<file path="config.mk">
export PLATFORM = sky130hd
export DESIGN_NAME = load_store_unit
export DESIGN_NICKNAME = d
export VERILOG_FILES = /design/src/rtl/lsu_pkg.sv /design/src/rtl/lsu_load_align.sv /design/src/rtl/load_store_unit.sv
export SDC_FILE = /design/constraint.sdc
export NUM_CORES = 1
export LEC_CHECK = 0
export CORE_MARGIN = 1.5
export CORE_UTILIZATION = 35
export DETAILED_ROUTE_END_ITERATION = 16
export GPL_TIMING_DRIVEN = 1
export PLACE_DENSITY = 0.72
export SLEW_MARGIN = 0
export SYNTH_ARGS = -nofsm -noshare
export SYNTH_HDL_FRONTEND = slang
export SYNTH_SLANG_ARGS = --single-unit
</file>
<file path="constraint.sdc">
create_clock -name clk -period 12.4 [get_ports clk]
set_input_delay 2.48 -clock clk [delete_from_list [all_inputs] [get_ports clk]]
set_output_delay 2.48 -clock clk [all_outputs]
set_load 0.01 [all_outputs]
</file>
<file path="src/rtl/lsu_pkg.sv">
// Shared types and encodings for the load/store unit.
// Pure declarations, no logic; no latency.
// Not applicable: holds no state and applies no backpressure.
package lsu_pkg;

  // RV32I width/sign field values
  localparam logic [2:0] F3_LB  = 3'b000;
  localparam logic [2:0] F3_LH  = 3'b001;
  localparam logic [2:0] F3_LW  = 3'b010;
  localparam logic [2:0] F3_LBU = 3'b100;
  localparam logic [2:0] F3_LHU = 3'b101;
  localparam logic [2:0] F3_SB  = 3'b000;
  localparam logic [2:0] F3_SH  = 3'b001;
  localparam logic [2:0] F3_SW  = 3'b010;

  // Store-size encodings as the data memory expects them
  localparam logic [1:0] SIZE_BYTE = 2'b00;
  localparam logic [1:0] SIZE_HALF = 2'b01;
  localparam logic [1:0] SIZE_WORD = 2'b10;

  typedef enum logic [1:0] {
    FAULT_NONE       = 2'b00,
    FAULT_MISALIGNED = 2'b01,
    FAULT_ACCESS     = 2'b10,
    FAULT_ILLEGAL    = 2'b11
  } fault_cause_e;

  typedef enum logic [1:0] {
    ST_IDLE,
    ST_ISSUE,
    ST_CAPTURE,
    ST_RESP
  } lsu_state_e;

  // Number of bytes touched by an access of the given size code
  function automatic logic [2:0] access_bytes(input logic [1:0] size);
    case (size)
      SIZE_BYTE: access_bytes = 3'd1;
      SIZE_HALF: access_bytes = 3'd2;
      default:   access_bytes = 3'd4;
    endcase
  endfunction

endpackage

</file>
<file path="src/rtl/lsu_load_align.sv">
// Selects the loaded byte/half/word from the low bytes and sign/zero extends it.
// Purely combinational, zero latency.
// No handshake; the caller samples the result when the read data is valid.
module lsu_load_align
  import lsu_pkg::*;
(
  input  logic [2:0]  funct3_i,
  input  logic [31:0] rdata_i,
  output logic [31:0] result_o
);

  // Memory returns bytes addr..addr+3, so the wanted data always sits at bit 0
  always_comb begin
    result_o = rdata_i;
    case (funct3_i)
      F3_LB:   result_o = {{24{rdata_i[7]}}, rdata_i[7:0]};
      F3_LBU:  result_o = {24'd0, rdata_i[7:0]};
      F3_LH:   result_o = {{16{rdata_i[15]}}, rdata_i[15:0]};
      F3_LHU:  result_o = {16'd0, rdata_i[15:0]};
      default: result_o = rdata_i;
    endcase
  end

endmodule

</file>
<file path="src/rtl/load_store_unit.sv">
// Load/store unit: accepts one request, checks it, drives the memory port, returns a response.
// Latency from acceptance: store or fault response 2 cycles later, load response 3 cycles later.
// One request in flight; req_ready is low while busy and the response is held until rsp_ready.
module load_store_unit
  import lsu_pkg::*;
#(
  parameter int unsigned MEM_SIZE = 512
) (
  input  logic        clk,
  input  logic        reset,
  input  logic        req_valid_i,
  output logic        req_ready_o,
  input  logic        req_is_store_i,
  input  logic [2:0]  req_funct3_i,
  input  logic [31:0] req_base_i,
  input  logic [31:0] req_offset_i,
  input  logic [31:0] req_store_data_i,
  output logic        rsp_valid_o,
  input  logic        rsp_ready_i,
  output logic [31:0] rsp_load_data_o,
  output logic        rsp_fault_o,
  output logic [1:0]  rsp_fault_cause_o,
  output logic [31:0] rsp_addr_o,
  output logic        mem_read_en_o,
  output logic        mem_write_en_o,
  output logic [31:0] mem_addr_o,
  output logic [1:0]  mem_store_size_o,
  output logic [31:0] mem_write_data_o,
  input  logic [31:0] mem_read_data_i
);

  lsu_state_e   state_q, state_d;
  logic         is_store_q;
  logic [2:0]   funct3_q;
  logic [31:0]  sdata_q;
  logic [31:0]  addr_q;
  logic [31:0]  load_data_q;
  logic         fault_q;
  fault_cause_e cause_q;

  fault_cause_e chk_cause;
  logic         legal;
  logic [2:0]   nbytes;
  logic [32:0]  last_byte;
  logic         issue_ok;
  logic [31:0]  aligned_data;

  lsu_load_align u_align (
    .funct3_i (funct3_q),
    .rdata_i  (mem_read_data_i),
    .result_o (aligned_data)
  );

  // Classify the registered request: illegal beats misaligned beats out-of-range
  always_comb begin
    nbytes    = access_bytes(funct3_q[1:0]);
    last_byte = {1'b0, addr_q} + {30'd0, nbytes} - 33'd1;
    if (is_store_q) legal = funct3_q inside {F3_SB, F3_SH, F3_SW};
    else            legal = funct3_q inside {F3_LB, F3_LH, F3_LW, F3_LBU, F3_LHU};
    chk_cause = FAULT_NONE;
    if (!legal)
      chk_cause = FAULT_ILLEGAL;
    else if ((funct3_q[1:0] == SIZE_HALF && addr_q[0]) ||
             (funct3_q[1:0] == SIZE_WORD && addr_q[1:0] != 2'b00))
      chk_cause = FAULT_MISALIGNED;
    else if (last_byte >= 33'(MEM_SIZE))
      chk_cause = FAULT_ACCESS;
  end

  // FSM state register
  always_ff @(posedge clk) begin
    if (reset) state_q <= ST_IDLE;
    else       state_q <= state_d;
  end

  // FSM next state and handshake outputs
  always_comb begin
    state_d     = state_q;
    req_ready_o = 1'b0;
    rsp_valid_o = 1'b0;
    issue_ok    = 1'b0;
    case (state_q)
      ST_IDLE: begin
        req_ready_o = 1'b1;
        if (req_valid_i) state_d = ST_ISSUE;
      end
      ST_ISSUE: begin
        issue_ok = (chk_cause == FAULT_NONE);
        state_d  = (!is_store_q && issue_ok) ? ST_CAPTURE : ST_RESP;
      end
      ST_CAPTURE: state_d = ST_RESP;
      ST_RESP: begin
        rsp_valid_o = 1'b1;
        if (rsp_ready_i) state_d = ST_IDLE;
      end
      default: state_d = ST_IDLE;
    endcase
  end

  // Memory port: live only in ISSUE for a clean request; reset kills an in-flight write
  always_comb begin
    mem_read_en_o    = 1'b0;
    mem_write_en_o   = 1'b0;
    mem_addr_o       = 32'd0;
    mem_store_size_o = SIZE_BYTE;
    mem_write_data_o = 32'd0;
    if (issue_ok && !reset) begin
      mem_addr_o       = addr_q;
      mem_store_size_o = funct3_q[1:0];
      if (is_store_q) begin
        mem_write_en_o   = 1'b1;
        mem_write_data_o = sdata_q;
      end else begin
        mem_read_en_o = 1'b1;
      end
    end
  end

  // Request capture and response registers; untouched in RESP so outputs stay stable
  always_ff @(posedge clk) begin
    if (reset) begin
      is_store_q  <= 1'b0;
      funct3_q    <= 3'd0;
      sdata_q     <= 32'd0;
      addr_q      <= 32'd0;
      load_data_q <= 32'd0;
      fault_q     <= 1'b0;
      cause_q     <= FAULT_NONE;
    end else begin
      case (state_q)
        ST_IDLE: begin
          if (req_valid_i) begin
            is_store_q <= req_is_store_i;
            funct3_q   <= req_funct3_i;
            sdata_q    <= req_store_data_i;
            addr_q     <= req_base_i + req_offset_i;
          end
        end
        ST_ISSUE: begin
          fault_q     <= (chk_cause != FAULT_NONE);
          cause_q     <= chk_cause;
          load_data_q <= 32'd0;
        end
        ST_CAPTURE: load_data_q <= aligned_data;
        default: ;
      endcase
    end
  end

  assign rsp_load_data_o   = load_data_q;
  assign rsp_fault_o       = fault_q;
  assign rsp_fault_cause_o = cause_q;
  assign rsp_addr_o        = addr_q;

endmodule
</file>
* After elaboration in Yosys (flattened, before gate mapping)
Index checks and enable logic that the tools add are counted.
** Cells by class
- Add/subtract/negate cells :: 3
- Order comparisons :: 1
- Eq/ne operators :: 11
- Mux-type cells :: 22
- Reductions and logical operators :: 18
** Operators by type and width (count)
- one-hot mux 32 bit (4 select lines) :: 1
- 2-to-1 mux 32 bit :: 3
- one-hot mux 32 bit (2 select lines) :: 1
- adder 32 x 3 -> 33 bit :: 1
- greater-or-equal comparator 33 x 10 -> 1 bit, second input constant :: 1
- subtractor 33 x 1 -> 33 bit, second input constant :: 1
- adder 32 bit :: 1
- 2-to-1 mux 2 bit :: 6
- 2-to-1 mux 1 bit :: 9
- one-hot mux 2 bit (4 select lines) :: 1
- equality test 2 bit, second input constant :: 3
- equality test 3 bit, second input constant :: 2
- zero test 2 bit :: 3
- one-hot mux 3 bit (2 select lines) :: 1
- nonzero test 2 bit :: 3
- nonzero test 5 bit :: 1
- equality test 2 x 1 -> 1 bit, second input constant :: 2
- logical AND 1 bit :: 4
- inequality test 2 bit, second input constant :: 2
- AND reduction 2 bit :: 2
- equality test 3 x 1 -> 1 bit, second input constant :: 1
- equality test 3 x 2 -> 1 bit, second input constant :: 1
- zero test 3 bit :: 1
- nonzero test 3 bit :: 1
- 2 further kinds :: 3
** Storage, ports and cells
- Bits in registers :: 105
- Word-level logic and storage cells :: 63

* Longest topological paths before layout
Gate-level depths: netlist of the first run.
- Depth in word-level cells :: 12
- Depth in mapped cells :: 19
- Depth with buffers taken out :: 17

* Cells and area by module
Synthesis of the first run repeated with hierarchy kept, for this count alone.
** Unflattened totals
- Cell total of the unflattened synthesis :: 1159
- Area total of the unflattened synthesis :: 8227.9 um^2
** By module, submodules not included
- load_store_unit :: instances 1, cells an instance 1092, area an instance 7872.6 um^2, sequential area each 2102.0 um^2
- lsu_load_align :: instances 1, cells an instance 67, area an instance 355.3 um^2, sequential area each 0.0 um^2

* Least setup slack after synthesis of the first run
No wires, ideal clock.
- Path type :: register -> output
- Start point :: register funct3_q[0]
- End point :: output mem_read_en_o
- Arrival :: 4.218 ns
- Data required time :: 9.920 ns
- Slack :: 5.702 ns
- Stages on the path, launching flop included :: 19
- Cells stage by stage :: dfxtp_1 nor2b_1 inv_1 ha_1 inv_1 ha_1 inv_1 fa_1 nor2b_4 o2111a_1 o31a_4 or4_4 and3_4 or4_1 a31oi_1 nand4_2 nor4_4 clkbuf_2 nor2b_1
** On the way
- Word-level cells in the longest chain between the ends :: 12
** Ends and longest elaborated chain
- start, declared :: line load_store_unit.sv:34 : logic [2:0] funct3_q;
- start signal, assigned :: line load_store_unit.sv:134 : funct3_q <= req_funct3_i;
- equality test 2 x 1 -> 1 bit / zero test 2 bit (equally long branches) :: line lsu_pkg.sv:37, load_store_unit.sv:63
- one-hot mux 3 bit (2 select lines) :: line lsu_pkg.sv:37 : case (size)
- adder 32 x 3 -> 33 bit :: line load_store_unit.sv:57 : last_byte = {1'b0, addr_q} + {30'd0, nbytes} - 33'd1;
- subtractor 33 x 1 -> 33 bit :: line load_store_unit.sv:57
- greater-or-equal comparator 33 x 10 -> 1 bit :: line load_store_unit.sv:66 : else if (last_byte >= 33'(MEM_SIZE))
- 2-to-1 mux 2 bit :: line load_store_unit.sv:66
- 2-to-1 mux 2 bit :: line load_store_unit.sv:63 : else if ((funct3_q[1:0] == SIZE_HALF && addr_q[0]) ||
- 2-to-1 mux 2 bit * :: line load_store_unit.sv:61 : if (!legal)
- zero test 2 bit * :: line load_store_unit.sv:88 : issue_ok = (chk_cause == FAULT_NONE);
- 2-to-1 mux 1 bit * :: line load_store_unit.sv:82 : case (state_q)
- logical AND 1 bit * :: line load_store_unit.sv:107 : if (issue_ok && !reset) begin
- 2-to-1 mux 1 bit * :: line load_store_unit.sv:107
- end, declared :: line load_store_unit.sv:24 : output logic mem_read_en_o,
Every way passes the cells marked *; elsewhere a longest branch is shown, timed or not.

* Worst setup path after layout of the first run
- Start point :: register funct3_q[0]
- End point :: output mem_write_data_o[3]
** On the way
- Word-level cells in the longest chain between the ends :: 12
** Ends and longest elaborated chain
- equality test 2 x 1 -> 1 bit / zero test 2 bit (equally long branches) :: line lsu_pkg.sv:37, load_store_unit.sv:63
- one-hot mux 3 bit (2 select lines) :: line lsu_pkg.sv:37
- adder 32 x 3 -> 33 bit :: line load_store_unit.sv:57
- subtractor 33 x 1 -> 33 bit :: line load_store_unit.sv:57
- greater-or-equal comparator 33 x 10 -> 1 bit :: line load_store_unit.sv:66
- 2-to-1 mux 2 bit :: line load_store_unit.sv:66
- 2-to-1 mux 2 bit :: line load_store_unit.sv:63
- 2-to-1 mux 2 bit * :: line load_store_unit.sv:61
- zero test 2 bit * :: line load_store_unit.sv:88
- 2-to-1 mux 1 bit * :: line load_store_unit.sv:82
- logical AND 1 bit * :: line load_store_unit.sv:107
- 2-to-1 mux 32 bit * :: line load_store_unit.sv:107
- end, declared :: line load_store_unit.sv:28 : output logic [31:0] mem_write_data_o,
Marked as above.

==> impl_metrics.ini, run 1 <==
[clocking]
cts.path.max_buffers = 2
cts_resized = 0
htree_num_levels = 3
clock_sinks = 105
clk_pin_slew_ns = 0.08
postCtsSetupBuffers = 0
cts_root_buffer = clkbuf_16
clk_latency_ns = 0.36
cts_buffers = 9
cts_tree = built
postCtsHoldBufs = 0

[route]
drtPass1Iterations = 5
drt-total-wl_mm = 26.5
drc_errors = 0
vias = 8869
final_antenna_net_count = 0
viasPerCell = 5.25
routedWlPerCell_um = 15.7
drt-initial-drc-count = 532

[floorplanning]
dieArea_sq_um = 24600
fp.dieH_um = 157
num_io_pins = 273
initial_core_util_pct = 35.5
die_x_um = 157
fp-row-count = 56
fp.coreArea_sq_um = 23300

[sta]
tightestPinTransition_ns = 1.04
maxSlewHeadroom_pct = 30.6
finalHoldViolations = 0
setup_ws_ns = 4.33
finalSetupTns_ns = 0
period_needed_ns = 8.07
finalMaxSlewViolations = 0
holdWs_ns = 0.455
rsz0062_at_grt = no
finClkSkew_ns = 0.00979
fin_crit_sh_pct = 65.1
setup_violations = 0
max_freq_mhz = 124

[min_path]
min_to = sdata_q[24]
hold_depth = 2
holdCritStartpoint = sdata_q[24]
min_path_type = reg -> reg

[yosys]
synth_common_cells = 159 x nand2_1, 152 x a21oi_1, 105 x dfxtp_1
syn_avg_cell_area_sq_um = 7.30
synthFlopType = dfxtp_1
synth-compound-area-share_pct = 24.3
synth_warnings = 0
yosys.area.top_type = dfxtp_1
synth_seq_cells = 105
yosysMostFrequentCell = nand2_1
synth_edf_count = 0
yosys.area_share.adder_pct = 10.9
yosysUniqueCellTypes = 77
syn_nets = 1340
synthSimpleGateAreaFrac_pct = 28.8
synth_cells = 1133
synth-async-reset-ratio_pct = 0
netlist_area_sq_um = 8280
synthMuxAreaShare_pct = 1.10
synth_top_area_share_pct = 25.4
synth_top_family_by_area = simple AND/OR/NAND/NOR gates
synth_xor_area_share_pct = 3.60
yosysSeqAreaShare_pct = 25.4
ys_top_cells_by_area = dfxtp_1 25%, ha_1 10%, a21oi_1 9.2%

[worst_setup_path]
crit_path_top_delay_cell = or4_4
crit_fanout = 41
cp-end-kind = output port
cpMostUsedCell = inv_1
worst_path_largest_cell_delay_ns = 0.55
crit_family = simple AND/OR/NAND/NOR gates
arrival_ns = 5.59
reg2reg_from = funct3_q[0]
worstSetupPathType = reg -> out
cp-startpoint = funct3_q[0]
cp-start-kind = flip-flop
reg2reg_to = state_q[0]
r2r_slack_ns = 8.01
cp.buffers_inverters = 5
path_cells = nor2b_1, inv_1, ha_1, inv_1, ha_1, inv_1, fa_1, nor2b_4, o2111a_1, o31a_4, or4_4, and3_4, or4_1, a31oi_1, nand4_2, nor4_4, buf_4, and3_1, clkdlybuf4s50_1
cp.required_ns = 9.92
worst_r2r_path_depth = 17

[placement]
port_buffers = 272
place.gp.congestion = 0.989
dp_slack_ns = 4.73
hpwl_mm = 20.7

[power_and_ir_drop]
ir_drop_mv = 0.0875
powerDensity_nw_per_um2 = 181
leakage_uw = 0.00460

[flow_run]
maxCapViolCount = 0

[global_route]
grt_pass1_wl_mm = 41.9
grt.total_usage_pct = 21.0
grt_antenna_before_repair = 0
grt_pass1_vias = 8293
globalRoute.totalOverflow = 0
grt_start_max_net_pins = 59

[finish]
drive_gt1_share_pct = 4.16
nNetsFinal = 1573
n_antenna_cell = 0
area_growth_pct = 39.1
fillCellCount = 2284
post-route-util_pct = 49.3

[run_status]
status = finished clean
-- cell type report --
cell class                      count  area (sq um)  area share, %
Clock buffer                        9           225           1.96
Clock inverter                      7          96.3          0.837
Inverter                           62           233           2.02
Multi-Input combinational cell    910          5690           49.4
Sequential cell                   105          2100           18.3
Tap cell                          319           399           3.47
Timing Repair Buffer              278          2770           24.0
-- tightest hold or removal path, cell delays in order (launching register included) --
cell	delay, ns
dfxtp_1	0.31
nand2_1	0.05
a21oi_1	0.05
-- worst max path at each step --
stage	endpoint	slack (ns)	depth (start not counted)
5_1_grt	mem_write_data_o[14]	4.04	19
3_3_place_gp	mem_write_data_o[26]	4.89	19
6_report	mem_write_data_o[3]	4.33	19
3_5_place_dp	mem_write_data_o[3]	4.73	19
4_1_cts	mem_write_data_o[3]	4.33	19
2_1_floorplan	mem_read_en_o	5.70	18
-- cell usage in the layout (no fill, tap or decap), types with 8 or more instances in the layout --
master,n
o21a_1,10
and3_1,37
xnor2_1,23
nor3_1,24
mux2i_1,8
dfxtp_1,105
clkdlybuf4s50_1,271
and2_1,32
nor4_1,11
a21oi_1,152
nor2_1,66
a21o_1,20
nand3_1,18
inv_1,62
ha_1,69
nand2_1,158
o21ai_0,64
nand4_1,11
a31oi_1,11
o211ai_1,10
and2_2,11
clkbuf_16,9
a211oi_1,12
nand2b_1,37
nor2b_1,18
xor2_1,11
-- per-stage QoR --
step	total power, uW	cells	instance area [sq um]
2_1_floorplan	1390	1133	8280
3_3_place_gp	1760	1674	11200
3_5_place_dp	1770	1674	11200
4_1_cts	2080	1690	11500
5_1_grt	2260	1690	11500
6_report	2090	1690	11500
-- kinds of logic (layout without fill, tap and decap cells) --
logic type	after synthesis	after routing
DFF	105	105
xor gates and xnor gates	34	34
and+or+nand+nor	462	462
muxes	9	9
AOI/OAI and AO/OA	334	334
buffers and inverters	118	356
adders and majority gates	71	71
-- sequential cells by signal, summed over array words and instances, names as in the netlist --
name,flops
rsp_load_data_o,32
funct3_q,3
sdata_q,32
state_q,2
rsp_fault_cause_o,2
rsp_fault_o,1
is_store_q,1
rsp_addr_o,32
-- power by group --
| part | leakage (uW) | switching, uW | internal [uW] | total [uW] |
|---|---|---|---|---|
| clock network | 0.000156 | 158 | 149 | 308 |
| logic | 0.00359 | 763 | 557 | 1320 |
| registers | 0.000857 | 64.3 | 396 | 460 |
-- metal layers --
| layer | track usage (%) | vias to the layer above | share of wire, % |
|---|---|---|---|
| met5 | 0 | - | 0 |
| met4 | 6.53 | 0 | 2.7 |
| met3 | 3.18 | 44 | 5.1 |
| met2 | 36.1 | 263 | 48 |
| met1 | 27.0 | 4094 | 44 |
| li1 | - | 4468 | - |
Note: power is estimated with default switching activity, not from simulation.
==> inputs of run 2 (changes only) <==
==> constraint.sdc (replaced) <==
create_clock -name clk -period 8.4 [get_ports clk]
set_input_delay 1.68 -clock clk [delete_from_list [all_inputs] [get_ports clk]]
set_output_delay 1.68 -clock clk [all_outputs]
set_load 0.01 [all_outputs]
==> run 2 against run 1 <==
Net effect: non-clock buffer count did not move; routed wire length rose by 0.61%; total power rose by 47%; cell count did not move; critical path type unchanged; largest cell class unchanged.
==> impl_metrics.ini, run 2 (synthesis gave the netlist of run 1 again) <==
[global_route]
grt_pass1_vias = 8184
globalRoute.totalOverflow = 0
grt_pass1_wl_mm = 41.8
grt_antenna_before_repair = 1
grt_start_max_net_pins = 59
grt.total_usage_pct = 21.2

[finish]
area_growth_pct = 39.0
layout_common_cells = 271 x clkdlybuf4s50_1, 158 x nand2_1, 152 x a21oi_1
seq_area_sq_um = 2100
multi_input_area_sq_um = 5690
nNetsFinal = 1573
fillCellCount = 2343
final_cell_count_no_fill = 1690
fin_area_sq_um = 11500
n_antenna_cell = 0
drive_gt1_share_pct = 4.16
final_common_cell = clkdlybuf4s50_1

[sta]
finalSetupTns_ns = 0
fin_crit_sh_pct = 86.7
rsz0062_at_grt = no
finalMaxSlewViolations = 0
period_needed_ns = 7.28
setup_violations = 0
finalHoldViolations = 0
finClkSkew_ns = 0.00906
max_freq_mhz = 137
setup_ws_ns = 1.12
tightestPinTransition_ns = 0.987
maxSlewHeadroom_pct = 34.1

[clocking]
clk_latency_ns = 0.36
clk_pin_slew_ns = 0.09
cts.path.max_buffers = 2
postCtsSetupBuffers = 0
postCtsHoldBufs = 0
cts_resized = 0
cts_buffers = 9
cts_tree = built
cts_root_buffer = clkbuf_16
clock_sinks = 105
htree_num_levels = 3

[power_and_ir_drop]
ir_drop_mv = 0.141
powerDensity_nw_per_um2 = 268
leakage_uw = 0.00460

[placement]
hpwl_mm = 20.7
place_inst = 1674
dp_slack_ns = 1.58
placed_area_sq_um = 11200
port_buffers = 272
place.gp.congestion = 0.997

[route]
drtPass1Iterations = 5
drt-total-wl_mm = 26.6
routedWlPerCell_um = 15.8
drc_errors = 0
final_antenna_net_count = 0
drt-initial-drc-count = 606
viasPerCell = 5.28
vias = 8922

[floorplanning]
dieArea_sq_um = 24600
fp.coreArea_sq_um = 23300
fp-row-count = 56
num_io_pins = 273
die_x_um = 157
initial_core_util_pct = 35.5
fp.dieH_um = 157

[worst_setup_path]
cp-start-kind = flip-flop
arrival_ns = 5.60
worstSetupPathType = reg -> out
cp.required_ns = 6.72
crit_fanout = 41
cp-end-kind = output port

[min_path]
min_path_type = reg -> reg

[flow_run]
maxCapViolCount = 0

[run_status]
status = finished clean
[run 2: per-stage QoR]
stage	hold slack, ns	utilization, %	total power (uW)
2_1_floorplan	0.432	-	2050
3_3_place_gp	0.439	48.0	2600
3_5_place_dp	0.443	48.0	2610
4_1_cts	0.455	49.3	3060
5_1_grt	0.470	49.3	3320
6_report	0.453	49.3	3080
[run 2: worst paths after layout]
check        slack [ns]  cells after the start   startpoint                   end
max                1.12                     19  funct3_q[0]  mem_write_data_o[21]
min                0.45                      2  sdata_q[29]           sdata_q[29]
max reg2reg        4.03                     17  funct3_q[0]            state_q[0]
min reg2reg        0.45                      2  sdata_q[29]           sdata_q[29]
[run 2: report_power, final]
group          total, uW  internal (uW)  leakage [uW]  switching [uW]
Sequential           678            585      0.000857            92.6
Combinational       1960            823       0.00359            1130
Clock                445            216      0.000151             229
Total               3080           1620       0.00460            1460
[run 2: layer usage]
layer | up-vias | part of all wire (%) | wire (um) | global-route usage, %
met3 | 34 | 5.3 | 1420 | 3.79
met5 | - | 0 | 0 | 0
met1 | 4171 | 45 | 11900 | 27.3
met2 | 262 | 48 | 12900 | 36.5
li1 | 4455 | - | - | -
met4 | 0 | 1.6 | 433 | 4.94
[run 2: critical path, stage by stage, from the launching register on]
cell and delay [ns]:
dfxtp_1 0.44, nor2b_1 0.21, inv_1 0.09, ha_1 0.27
inv_1 0.04, ha_1 0.22, inv_1 0.07, fa_1 0.24
nor2b_4 0.05, o2111a_1 0.27, o31a_4 0.33, or4_4 0.55
and3_4 0.20, or4_1 0.49, a31oi_1 0.25, nand4_2 0.16
nor4_4 0.18, buf_4 0.40, and3_1 0.22, clkdlybuf4s50_1 0.54
[run 2: final cells by class]
type / count / area share [%]
flip-flops and latches: 105 / 18.3
inverters: 62 / 2.02
multi-input cells: 910 / 49.5
repair buffers: 278 / 24.0
well taps: 319 / 3.47
clock buffers: 9 / 1.96
clock inverters: 7 / 0.751
==> inputs of run 3 (changes only) <==
--- a/config.mk
+++ b/config.mk
@@ -9,6 +9,7 @@
 export CORE_UTILIZATION = 35
 export DETAILED_ROUTE_END_ITERATION = 16
 export GPL_TIMING_DRIVEN = 1
+export MAX_ROUTING_LAYER = met4
 export PLACE_DENSITY = 0.72
 export SLEW_MARGIN = 0
 export SYNTH_ARGS = -nofsm -noshare
==> run 3 against run 2 <==
Net effect: fmax shrank 0.16%; global-route usage grew 0.52 points; register-to-register slack is essentially flat; final area is essentially flat; core utilization is essentially flat; first-iteration DRC count shrank 14%; die area is the same; sequential cell count is the same; largest power group unchanged.
==> impl_metrics.ini, run 3 (synthesis gave the netlist of run 1 again) <==
[sta]
tightestPinTransition_ns = 1.01
fin_crit_sh_pct = 86.8
rsz0062_at_grt = no
finClkSkew_ns = 0.00840
period_needed_ns = 7.29
maxSlewHeadroom_pct = 32.9
setup_violations = 0
finalHoldViolations = 0
finalMaxSlewViolations = 0
finalSetupTns_ns = 0
max_freq_mhz = 137

[clocking]
postCtsSetupBuffers = 0
cts_buffers = 9
cts.path.max_buffers = 2
htree_num_levels = 3
cts_tree = built
postCtsHoldBufs = 0
clock_sinks = 105
cts_root_buffer = clkbuf_16
cts_resized = 0
clk_pin_slew_ns = 0.09
clk_latency_ns = 0.36

[route]
dr_wl_met3_mm = 1.11
met1_length_mm = 11.9
final_antenna_net_count = 0
wl_met2_mm = 12.5
viasPerCell = 5.24
drt-initial-drc-count = 522
drt-total-wl_mm = 26.5
routedWlPerCell_um = 15.7
drtPass1Iterations = 5
vias = 8855
highest_layer = met4
drc_errors = 0

[global_route]
grt_antenna_before_repair = 0
grt_pass1_wl_mm = 41.7
globalRoute.totalOverflow = 0
grt_start_max_net_pins = 59
grt_pass1_vias = 8221
grt.total_usage_pct = 21.7

[power_and_ir_drop]
pwr-share-clk_pct = 14.7
pwr-share-comb_pct = 63.3
ir_drop_mv = 0.142
power_frac_seq_pct = 22.0
p_sw_share_pct = 47.2
powerDensity_nw_per_um2 = 268
p_int_uw = 1630
total_power_uw = 3080
leakage_uw = 0.00460
switchingPower_uw = 1450

[min_path]
holdCritStartpoint = sdata_q[22]
min_to = sdata_q[22]
min_path_type = reg -> reg
hold_depth = 2

[run_status]
status = finished clean

[finish]
fillCellCount = 2330
layout_common_cells = 271 x clkdlybuf4s50_1, 158 x nand2_1, 152 x a21oi_1
n_antenna_cell = 0
multi_input_area_sq_um = 5690
nNetsFinal = 1573
drive_gt1_share_pct = 4.16
final_common_cell = clkdlybuf4s50_1
seq_area_sq_um = 2100
area_growth_pct = 39.0

[worst_setup_path]
path_cells = nor2b_1, inv_1, ha_1, inv_1, ha_1, inv_1, fa_1, nor2b_4, o2111a_1, o31a_4, or4_4, and3_4, or4_1, a31oi_1, nand4_2, nor4_4, buf_4, and3_1, clkdlybuf4s50_1
worst_r2r_path_depth = 17
cp.buffers_inverters = 5
crit_family = simple AND/OR/NAND/NOR gates
worst_path_largest_cell_delay_ns = 0.55
r2r_slack_ns = 4.04
reg2reg_to = state_q[0]
crit_path_top_delay_cell = or4_4
arrival_ns = 5.61
cp.required_ns = 6.72
cp-start-kind = flip-flop
reg2reg_from = funct3_q[0]
crit_fanout = 41
worstSetupPathType = reg -> out
cpMostUsedCell = inv_1
cp-end-kind = output port

[floorplanning]
dieArea_sq_um = 24600
fp.dieH_um = 157
num_io_pins = 273
initial_core_util_pct = 35.5
fp-row-count = 56
die_x_um = 157
fp.coreArea_sq_um = 23300

[placement]
place.gp.congestion = 1.02
port_buffers = 272
hpwl_mm = 20.6

[flow_run]
maxCapViolCount = 0
-- run 3: worst max-delay path by stage --
stage	cells after the start	to	slack, ns	from
after floorplan	18	mem_read_en_o	2.50	funct3_q[0]
after global placement	19	mem_write_data_o[26]	1.67	funct3_q[0]
after detailed placement	19	mem_write_data_o[26]	1.54	funct3_q[0]
after CTS	19	mem_write_data_o[26]	1.12	funct3_q[0]
after global routing	16	mem_write_data_o[26]	0.78	funct3_q[1]
final	19	mem_write_data_o[26]	1.11	funct3_q[0]
-- run 3: power by group through the flow --
stage	sequential, uW	combinational (uW)	clock, uW
4_1_cts	680	1940	461
5_1_grt	693	2160	477
3_5_place_dp	691	1920	0
3_3_place_gp	690	1910	0
2_1_floorplan	677	1370	0
6_report	678	1950	453
-- run 3: tightest hold or removal path, stage by stage, from the launching register on --
cell and delay [ns]:
dfxtp_1 0.31, nand2_1 0.05, a21oi_1 0.05
-- run 3: metrics by stage --
| step | hold slack, ns | instance area, sq um | util (%) | std cells | setup WS, ns |
|---|---|---|---|---|---|
| after CTS | 0.457 | 11500 | 49.3 | 1690 | 1.12 |
| after global routing | 0.471 | 11500 | 49.3 | 1690 | 0.784 |
| after global placement | 0.439 | 11200 | 48.0 | 1674 | 1.67 |
| after detailed placement | 0.446 | 11200 | 48.0 | 1674 | 1.54 |
| final | 0.454 | 11500 | 49.3 | 1690 | 1.11 |
| after floorplan | 0.432 | 8280 | - | 1133 | 2.50 |
-- run 3: final cells by class --
cell class / instances / share of cell area, %
inverters: 62 / 2.02
clock inverters: 7 / 0.794
well taps: 319 / 3.47
clock buffers: 9 / 1.96
repair buffers: 278 / 24.0
multi-input cells: 910 / 49.5
flip-flops and latches: 105 / 18.3
-- run 3: per-layer routing --
metal	vias up	track usage [%]
met5	-	-
met1	4089	27.3
li1	4458	-
met4	0	8.66
met3	58	2.71
met2	250	35.3
